<file path="src/rtl/gpio_pkg.sv">
// Shared definitions for the gpio block: the register address map and the default data width.
package gpio_pkg;

    localparam int GPIO_WIDTH = 32;

    localparam logic [1:0] GPIO_ADDR_GPI1 = 2'b00;
    localparam logic [1:0] GPIO_ADDR_GPI2 = 2'b01;
    localparam logic [1:0] GPIO_ADDR_GPO1 = 2'b10;
    localparam logic [1:0] GPIO_ADDR_GPO2 = 2'b11;

endpackage : gpio_pkg

</file>
<file path="src/rtl/gpio_reg.sv">
// WIDTH-bit register with load enable and asynchronous active-high clear.
// Holds the output registers, and also forms the input synchronizer stages.
module gpio_reg
    import gpio_pkg::*;
#(
    parameter int WIDTH = GPIO_WIDTH
) (
    input  logic             clk,
    input  logic             rst,
    input  logic             en,
    input  logic [WIDTH-1:0] d,
    output logic [WIDTH-1:0] q
);

    logic [WIDTH-1:0] data_d;
    logic [WIDTH-1:0] data_q;

    always_comb begin
        data_d = data_q;
        if (en) begin
            data_d = d;
        end
    end

    always_ff @(posedge clk or posedge rst) begin
        if (rst) begin
            data_q <= '0;
        end else begin
            data_q <= data_d;
        end
    end

    assign q = data_q;

endmodule : gpio_reg

</file>
<file path="src/rtl/gpio.sv">
// Memory-mapped GPIO: two input ports and two output registers behind a 2-bit word address.
// Define GPIO_INPUT_SYNC_EN to pass gpi1/gpi2 through 2-flop synchronizers before the read mux.
module gpio
    import gpio_pkg::*;
#(
    parameter int WIDTH = GPIO_WIDTH
) (
    input  logic             clk,
    input  logic             rst,
    input  logic             we,
    input  logic [1:0]       addr,
    input  logic [WIDTH-1:0] wd,
    input  logic [WIDTH-1:0] gpi1,
    input  logic [WIDTH-1:0] gpi2,
    output logic [WIDTH-1:0] gpo1,
    output logic [WIDTH-1:0] gpo2,
    output logic [WIDTH-1:0] rd
);

    logic             wr_gpo1;
    logic             wr_gpo2;
    logic [WIDTH-1:0] gpi1_s;
    logic [WIDTH-1:0] gpi2_s;

    assign wr_gpo1 = we && (addr == GPIO_ADDR_GPO1);
    assign wr_gpo2 = we && (addr == GPIO_ADDR_GPO2);

    gpio_reg #(.WIDTH(WIDTH)) u_gpo1 (
        .clk (clk),
        .rst (rst),
        .en  (wr_gpo1),
        .d   (wd),
        .q   (gpo1)
    );

    gpio_reg #(.WIDTH(WIDTH)) u_gpo2 (
        .clk (clk),
        .rst (rst),
        .en  (wr_gpo2),
        .d   (wd),
        .q   (gpo2)
    );

`ifdef GPIO_INPUT_SYNC_EN
    logic [WIDTH-1:0] gpi1_meta;
    logic [WIDTH-1:0] gpi2_meta;

    // Two always-enabled stages per input; rd sees an input change two edges later.
    gpio_reg #(.WIDTH(WIDTH)) u_gpi1_s1 (.clk(clk), .rst(rst), .en(1'b1), .d(gpi1),      .q(gpi1_meta));
    gpio_reg #(.WIDTH(WIDTH)) u_gpi1_s2 (.clk(clk), .rst(rst), .en(1'b1), .d(gpi1_meta), .q(gpi1_s));
    gpio_reg #(.WIDTH(WIDTH)) u_gpi2_s1 (.clk(clk), .rst(rst), .en(1'b1), .d(gpi2),      .q(gpi2_meta));
    gpio_reg #(.WIDTH(WIDTH)) u_gpi2_s2 (.clk(clk), .rst(rst), .en(1'b1), .d(gpi2_meta), .q(gpi2_s));
`else
    assign gpi1_s = gpi1;
    assign gpi2_s = gpi2;
`endif

    always_comb begin
        rd = '0;
        case (addr)
            GPIO_ADDR_GPI1: rd = gpi1_s;
            GPIO_ADDR_GPI2: rd = gpi2_s;
            GPIO_ADDR_GPO1: rd = gpo1;
            GPIO_ADDR_GPO2: rd = gpo2;
        endcase
    end

endmodule : gpio

</file>
<file path="config.mk">
export PLATFORM = sky130hd
export DESIGN_NAME = gpio
export DESIGN_NICKNAME = d
export VERILOG_FILES = /design/src/rtl/gpio_pkg.sv /design/src/rtl/gpio_reg.sv /design/src/rtl/gpio.sv
export SDC_FILE = /design/constraint.sdc
export NUM_CORES = 1
export LEC_CHECK = 0
export CELL_PAD_IN_SITES_DETAIL_PLACEMENT = 0
export CELL_PAD_IN_SITES_GLOBAL_PLACEMENT = 2
export CORE_UTILIZATION = 26
export DETAILED_ROUTE_END_ITERATION = 8
export PLACE_DENSITY_LB_ADDON = 0.05
export SYNTH_ARGS = -nofsm -noshare
export SYNTH_HDL_FRONTEND = slang
export SYNTH_SLANG_ARGS = --single-unit
export TNS_END_PERCENT = 100
</file>
<file path="constraint.sdc">
create_clock -name clk -period 4.7 [get_ports clk]
set_input_delay 0.47 -clock clk [delete_from_list [all_inputs] [get_ports clk]]
set_output_delay 0.47 -clock clk [all_outputs]
set_load 0.02 [all_outputs]
</file>
==> results.sh, run 1 <==
export IMPL_hp_start="u_gpo2.q[25]"
export IMPL_relSlewSlack=0.358
export IMPL_cts_setup_buffers=0
export IMPL_synth_avg_cell_area_sq_um=18.7
export IMPL_worstPathArrival_ns=2.53
export IMPL_yosysTopAreaCellShare=0.485
export IMPL_cts_resized=0
export IMPL_hold_depth=1
export IMPL_dpl_hpwl_um=6770
export IMPL_fmax_mhz=333
export IMPL_dieArea_sq_um=13200
export IMPL_rsz0062_at_grt="false"
export IMPL_num_antenna_cells=0
export IMPL_ys_seq_elements=64
export IMPL_synth_common_cells="dfrtp_1 (64), mux2_2 (32), mux4_2 (32)"
export IMPL_drv_cap=0
export IMPL_synth_cell_type_count=11
export IMPL_finalSetupTns_ns=0
export IMPL_ir_drop_v=0.000166
export IMPL_start_kind="primary input"
export IMPL_place_gp_congestion=0.664
export IMPL_fin_crit_ns=3.00
export IMPL_io_pins=197
export IMPL_first_iter_violations=49
export IMPL_status="finished clean"
export IMPL_start_util=0.270
export IMPL_drc=0
export IMPL_cts_tree="yes"
export IMPL_synth_area_sq_um=3300
export IMPL_synth_area_leader_cell="dfrtp_1"
export IMPL_cts_root_buffer="clkbuf_16"
export IMPL_reg2reg_from="u_gpo2.q[24]"
export IMPL_area_delta_synth_final_pct=70.1
export IMPL_finalHoldViolations=0
export IMPL_yosys_top_cells_area="dfrtp_1 (49%), mux4_2 (22%), mux2_4 (14%)"
export IMPL_r2r_end="u_gpo2.q[24]"
export IMPL_hold_buffers=0
export IMPL_tightest_slew_ns=0.962
export IMPL_skew_ns=0
export IMPL_grt_pass1_vias=2631
export IMPL_grt_overflow=0
export IMPL_cts_buffers=9
export IMPL_setup_viol=0
export IMPL_antenna_left=0
export IMPL_vias=2419
export IMPL_ys_warn_count=0
export IMPL_r2r_worst_path_cells=1
export IMPL_nNetsFinal=473
export IMPL_synth_seq_area_share=0.485
export IMPL_grt_pass1_wl_um=14700
export IMPL_p_total_uw=2160
export IMPL_cp_data_required_time_ns=4.23
export IMPL_layout_drive_gt1_share=0.295
export IMPL_io_buffers=196
export IMPL_critPathMaxFanout=18
export IMPL_leakage_uw=0.00230
export IMPL_die_y_um=115
export IMPL_synth_ff_type="dfrtp_1"
export IMPL_async_flop_share=1.00
export IMPL_grt_start_max_net_pins=35
export IMPL_clockBufferDepth=2
export IMPL_clock_sinks=64
export IMPL_post_drt_via_cell_ratio=4.45
export IMPL_core_area_sq_um=12200
export IMPL_clkTransAtPathRegs_ns=0.05
export IMPL_min_path_type="reg2reg"
export IMPL_antenna_found_initial=0
export IMPL_hold_end="u_gpo2.q[25]"
export IMPL_slew_viol_final=0
export IMPL_netlist_instances=177
export IMPL_die_w_um=115
export IMPL_num_rows=40
export IMPL_h_tree_depth=3
export IMPL_powerDensity_nw_per_um2=385
export IMPL_clk_latency_ns=0.32
export IMPL_routedWlPerCell_um=17.6
export IMPL_finalWirelength_um=9590
export IMPL_track_usage=0.151
export IMPL_crit_type="in2out"
export IMPL_synth_edff_count=0
export IMPL_fin_crit_sh=0.638
export IMPL_r2r_slack_ns=3.89
export IMPL_critical_path_endpoint_type="output pin"
export IMPL_firstDrtPassIters=3
export IMPL_synth_most_common_cell="dfrtp_1"
export IMPL_synth_fp_nets=278
registers in the layout, indices dropped and copies added (netlist names):
| signal | count |
|---|---|
| u_gpo1.q | 32 |
| u_gpo2.q | 32 |
cells by family (layout without fill, tap and decap cells):
kind of cell	after synthesis	after routing	share of synthesized area
flip-flops	64	64	0.485
buffers and inverters	15	214	0.0352
AND/OR/NAND/NOR	2	2	0.00909
multiplexers	96	96	0.471
layer usage:
metal | GRT usage | up-vias | routed length, um
li1 | - | 1079 | -
met1 | 0.179 | 1234 | 3930
met2 | 0.263 | 99 | 4900
met3 | 0.0556 | 7 | 707
met4 | 0.0286 | 0 | 59
met5 | 0 | - | 0
layout by cell type, fill, tap and decap left out:
| cell type | count |
|---|---|
| buf_2 | 2 |
| clkbuf_1 | 5 |
| mux2_2 | 32 |
| clkdlybuf4s50_1 | 194 |
| buf_4 | 2 |
| nand3b_4 | 1 |
| inv_2 | 1 |
| dfrtp_1 | 64 |
| clkbuf_16 | 9 |
| clkinv_2 | 1 |
| mux2_4 | 30 |
| mux2_1 | 2 |
| nand3_2 | 1 |
| mux4_2 | 32 |
critical path, cell delays in order:
cell and delay (ns):
buf_2 0.45, buf_4 0.47, mux4_2 0.55, clkdlybuf4s50_1 0.56
power by group:
part / internal (uW) / total [uW] / switching [uW] / leakage, uW
Clock: 354 / 576 / 223 / 0.000121
Sequential: 658 / 744 / 86.5 / 0.000757
Combinational: 500 / 843 / 343 / 0.00143
Total: 1510 / 2160 / 652 / 0.00230
layout make-up:
class	instances	area [sq um]
Timing Repair Buffer	198	1970
Tap cell	168	210
Inverter	1	3.75
Clock buffer	14	244
Sequential cell	64	1600
Clock inverter	1	5.00
Multi-Input combinational cell	98	1580
Fill cell	1166	6600
through the flow:
step	util	hold slack [ns]	setup WS [ns]	cell area [sq um]	std cells
after detailed placement	0.439	0.515	1.60	5370	529
after global routing	0.460	0.547	1.50	5620	544
after floorplan	-	0.602	2.63	3300	177
final	0.460	0.526	1.70	5620	544
after global placement	0.439	0.514	1.62	5370	529
after CTS	0.460	0.529	1.60	5620	544
worst max-delay path by stage:
| stage | endpoint | cells past startpoint | start | slack (ns) |
|---|---|---|---|---|
| after floorplan | u_gpo1.q[0] | 1 | rst | 2.63 |
| after global placement | rd[8] | 4 | addr[0] | 1.62 |
| after global routing | rd[11] | 4 | addr[0] | 1.50 |
| after CTS | rd[16] | 4 | addr[0] | 1.60 |
| final | rd[8] | 4 | addr[0] | 1.70 |
| after detailed placement | rd[16] | 4 | addr[0] | 1.60 |
Power figures use the tool's default switching activity.
==> inputs of run 2 (changes only) <==
- CORE_UTILIZATION: 26 -> 24
- clock period: 4.7 -> 3.05 ns (I/O delays scaled with it)
==> results.sh, run 2 (synthesis gave the netlist of run 1 again) <==
export IMPL_status="finished clean"
export IMPL_antenna_left=0
export IMPL_layout_commonest_cell="clkdlybuf4s50_1"
export IMPL_min_path_type="in2async"
export IMPL_p_switching_uw=1030
export IMPL_cp_data_required_time_ns=2.74
export IMPL_core_area_sq_um=13300
export IMPL_mostFrequentLayoutCells="clkdlybuf4s50_1 (194), dfrtp_1 (64), mux2_2 (32), mux4_2 (32), mux2_4 (30)"
export IMPL_cts_root_buffer="clkbuf_16"
export IMPL_clk_latency_ns=0.32
export IMPL_p_int_uw=2460
export IMPL_vias=2435
export IMPL_dpl_hpwl_um=7030
export IMPL_grt_pass1_vias=2684
export IMPL_p_comb_frac=0.375
export IMPL_start_kind="primary input"
export IMPL_crit_family="buffers and inverters"
export IMPL_clockBufferDepth=2
export IMPL_crit_type="in2out"
export IMPL_routedWlPerCell_um=17.8
export IMPL_clock_power_share=0.296
export IMPL_fin_cells=557
export IMPL_grt_start_max_net_pins=35
export IMPL_place_gp_congestion=0.665
export IMPL_dp_cells=541
export IMPL_cts_buffers=9
export IMPL_relSlewSlack=0.490
export IMPL_cts_resized=0
export IMPL_cts_setup_buffers=0
export IMPL_die_y_um=119
export IMPL_drv_cap=0
export IMPL_drc=0
export IMPL_firstDrtPassIters=4
export IMPL_nNetsFinal=477
export IMPL_powerDensity_nw_per_um2=609
export IMPL_first_iter_violations=55
export IMPL_fill_cells=1267
export IMPL_path_cells="buf_2 -> buf_12 -> mux4_2 -> clkdlybuf4s50_1"
export IMPL_h_tree_depth=3
export IMPL_num_rows=42
export IMPL_clock_sinks=64
export IMPL_pre_cts_slack_ns=0.811
export IMPL_num_antenna_cells=0
export IMPL_start_util=0.247
export IMPL_critical_path_endpoint_type="output pin"
export IMPL_track_usage=0.143
export IMPL_ir_drop_v=0.000294
export IMPL_io_pins=197
export IMPL_finalWirelength_um=9900
export IMPL_area_delta_synth_final_pct=73.6
export IMPL_die_w_um=119
export IMPL_fin_crit_sh=0.697
export IMPL_fin_crit_ns=2.12
export IMPL_grt_pass1_wl_um=15300
export IMPL_fmax_mhz=471
export IMPL_finalHoldViolations=0
export IMPL_setup_viol=0
export IMPL_leakage_uw=0.00236
export IMPL_dieArea_sq_um=14200
export IMPL_cts_tree="yes"
export IMPL_power_frac_seq=0.329
export IMPL_grt_overflow=0
export IMPL_cp_buffers_inverters=3
export IMPL_post_drt_via_cell_ratio=4.37
export IMPL_slew_viol_final=0
export IMPL_skew_ns=0
export IMPL_fin_ws_ns=0.925
export IMPL_io_buffers=196
export IMPL_rsz0062_at_grt="false"
export IMPL_slowest_stage="clkdlybuf4s50_1"
export IMPL_critPathMaxFanout=34
export IMPL_tightest_slew_ns=0.764
export IMPL_max_stage_delay_ns=0.57
export IMPL_worstPathArrival_ns=1.82
export IMPL_finalSetupTns_ns=0
export IMPL_antenna_found_initial=0
export IMPL_swShare=0.294
export IMPL_clkTransAtPathRegs_ns=0.05
export IMPL_hold_buffers=0
export IMPL_layout_drive_gt1_share=0.312
## run 2: cell count changes in the layout (fill, tap and decap cells not counted), sizes merged
cell    change
clkbuf      -1
bufinv      +1
buf         +4
clkinv      +1
## run 2: final timing paths
kind	startpoint	endpoint	slack, ns	cells past startpoint
worst max-delay path	addr[0]	rd[11]	0.93	4
worst min-delay path	rst	u_gpo1.q[4]	0.46	2
worst max register to register	u_gpo2.q[24]	u_gpo2.q[24]	2.22	1
worst min register to register	u_gpo1.q[12]	u_gpo1.q[12]	0.53	1
max in group asynchronous	rst	u_gpo2.q[19]	1.97	3
min in group clk	u_gpo1.q[12]	u_gpo1.q[12]	0.53	1
## run 2: area by class of cell
type                            count  area (sq um)  area share
Multi-Input combinational cell     98          1580       0.276
Timing Repair Buffer              202          2020       0.353
Tap cell                          176           220      0.0384
Clock inverter                      3          40.0     0.00699
Clock buffer                       13           260      0.0454
Sequential cell                    64          1600       0.279
Inverter                            1          3.75    0.000655
## run 2: power groups by stage
stage | Combinational (uW) | Clock [uW] | Sequential [uW]
CTS | 1320 | 1070 | 1150
detailed placement | 1320 | 0 | 1160
global route | 1370 | 1110 | 1180
finish | 1310 | 1030 | 1150
floorplan | 470 | 0 | 1330
global placement | 1320 | 0 | 1170
## run 2: metrics by stage
step	hold slack (ns)	util	instance area (sq um)	total power, uW
finish	0.458	0.429	5730	3490
global route	0.532	0.429	5730	3660
CTS	0.483	0.429	5730	3550
detailed placement	0.514	0.407	5430	2480
global placement	0.519	0.407	5430	2480
floorplan	0.437	-	3300	1800
## run 2: metal layers
layer	global-route usage	share of wire
met1	0.189	0.45
met2	0.227	0.47
met3	0.0393	0.070
met4	0.0469	0.013
met5	0	0
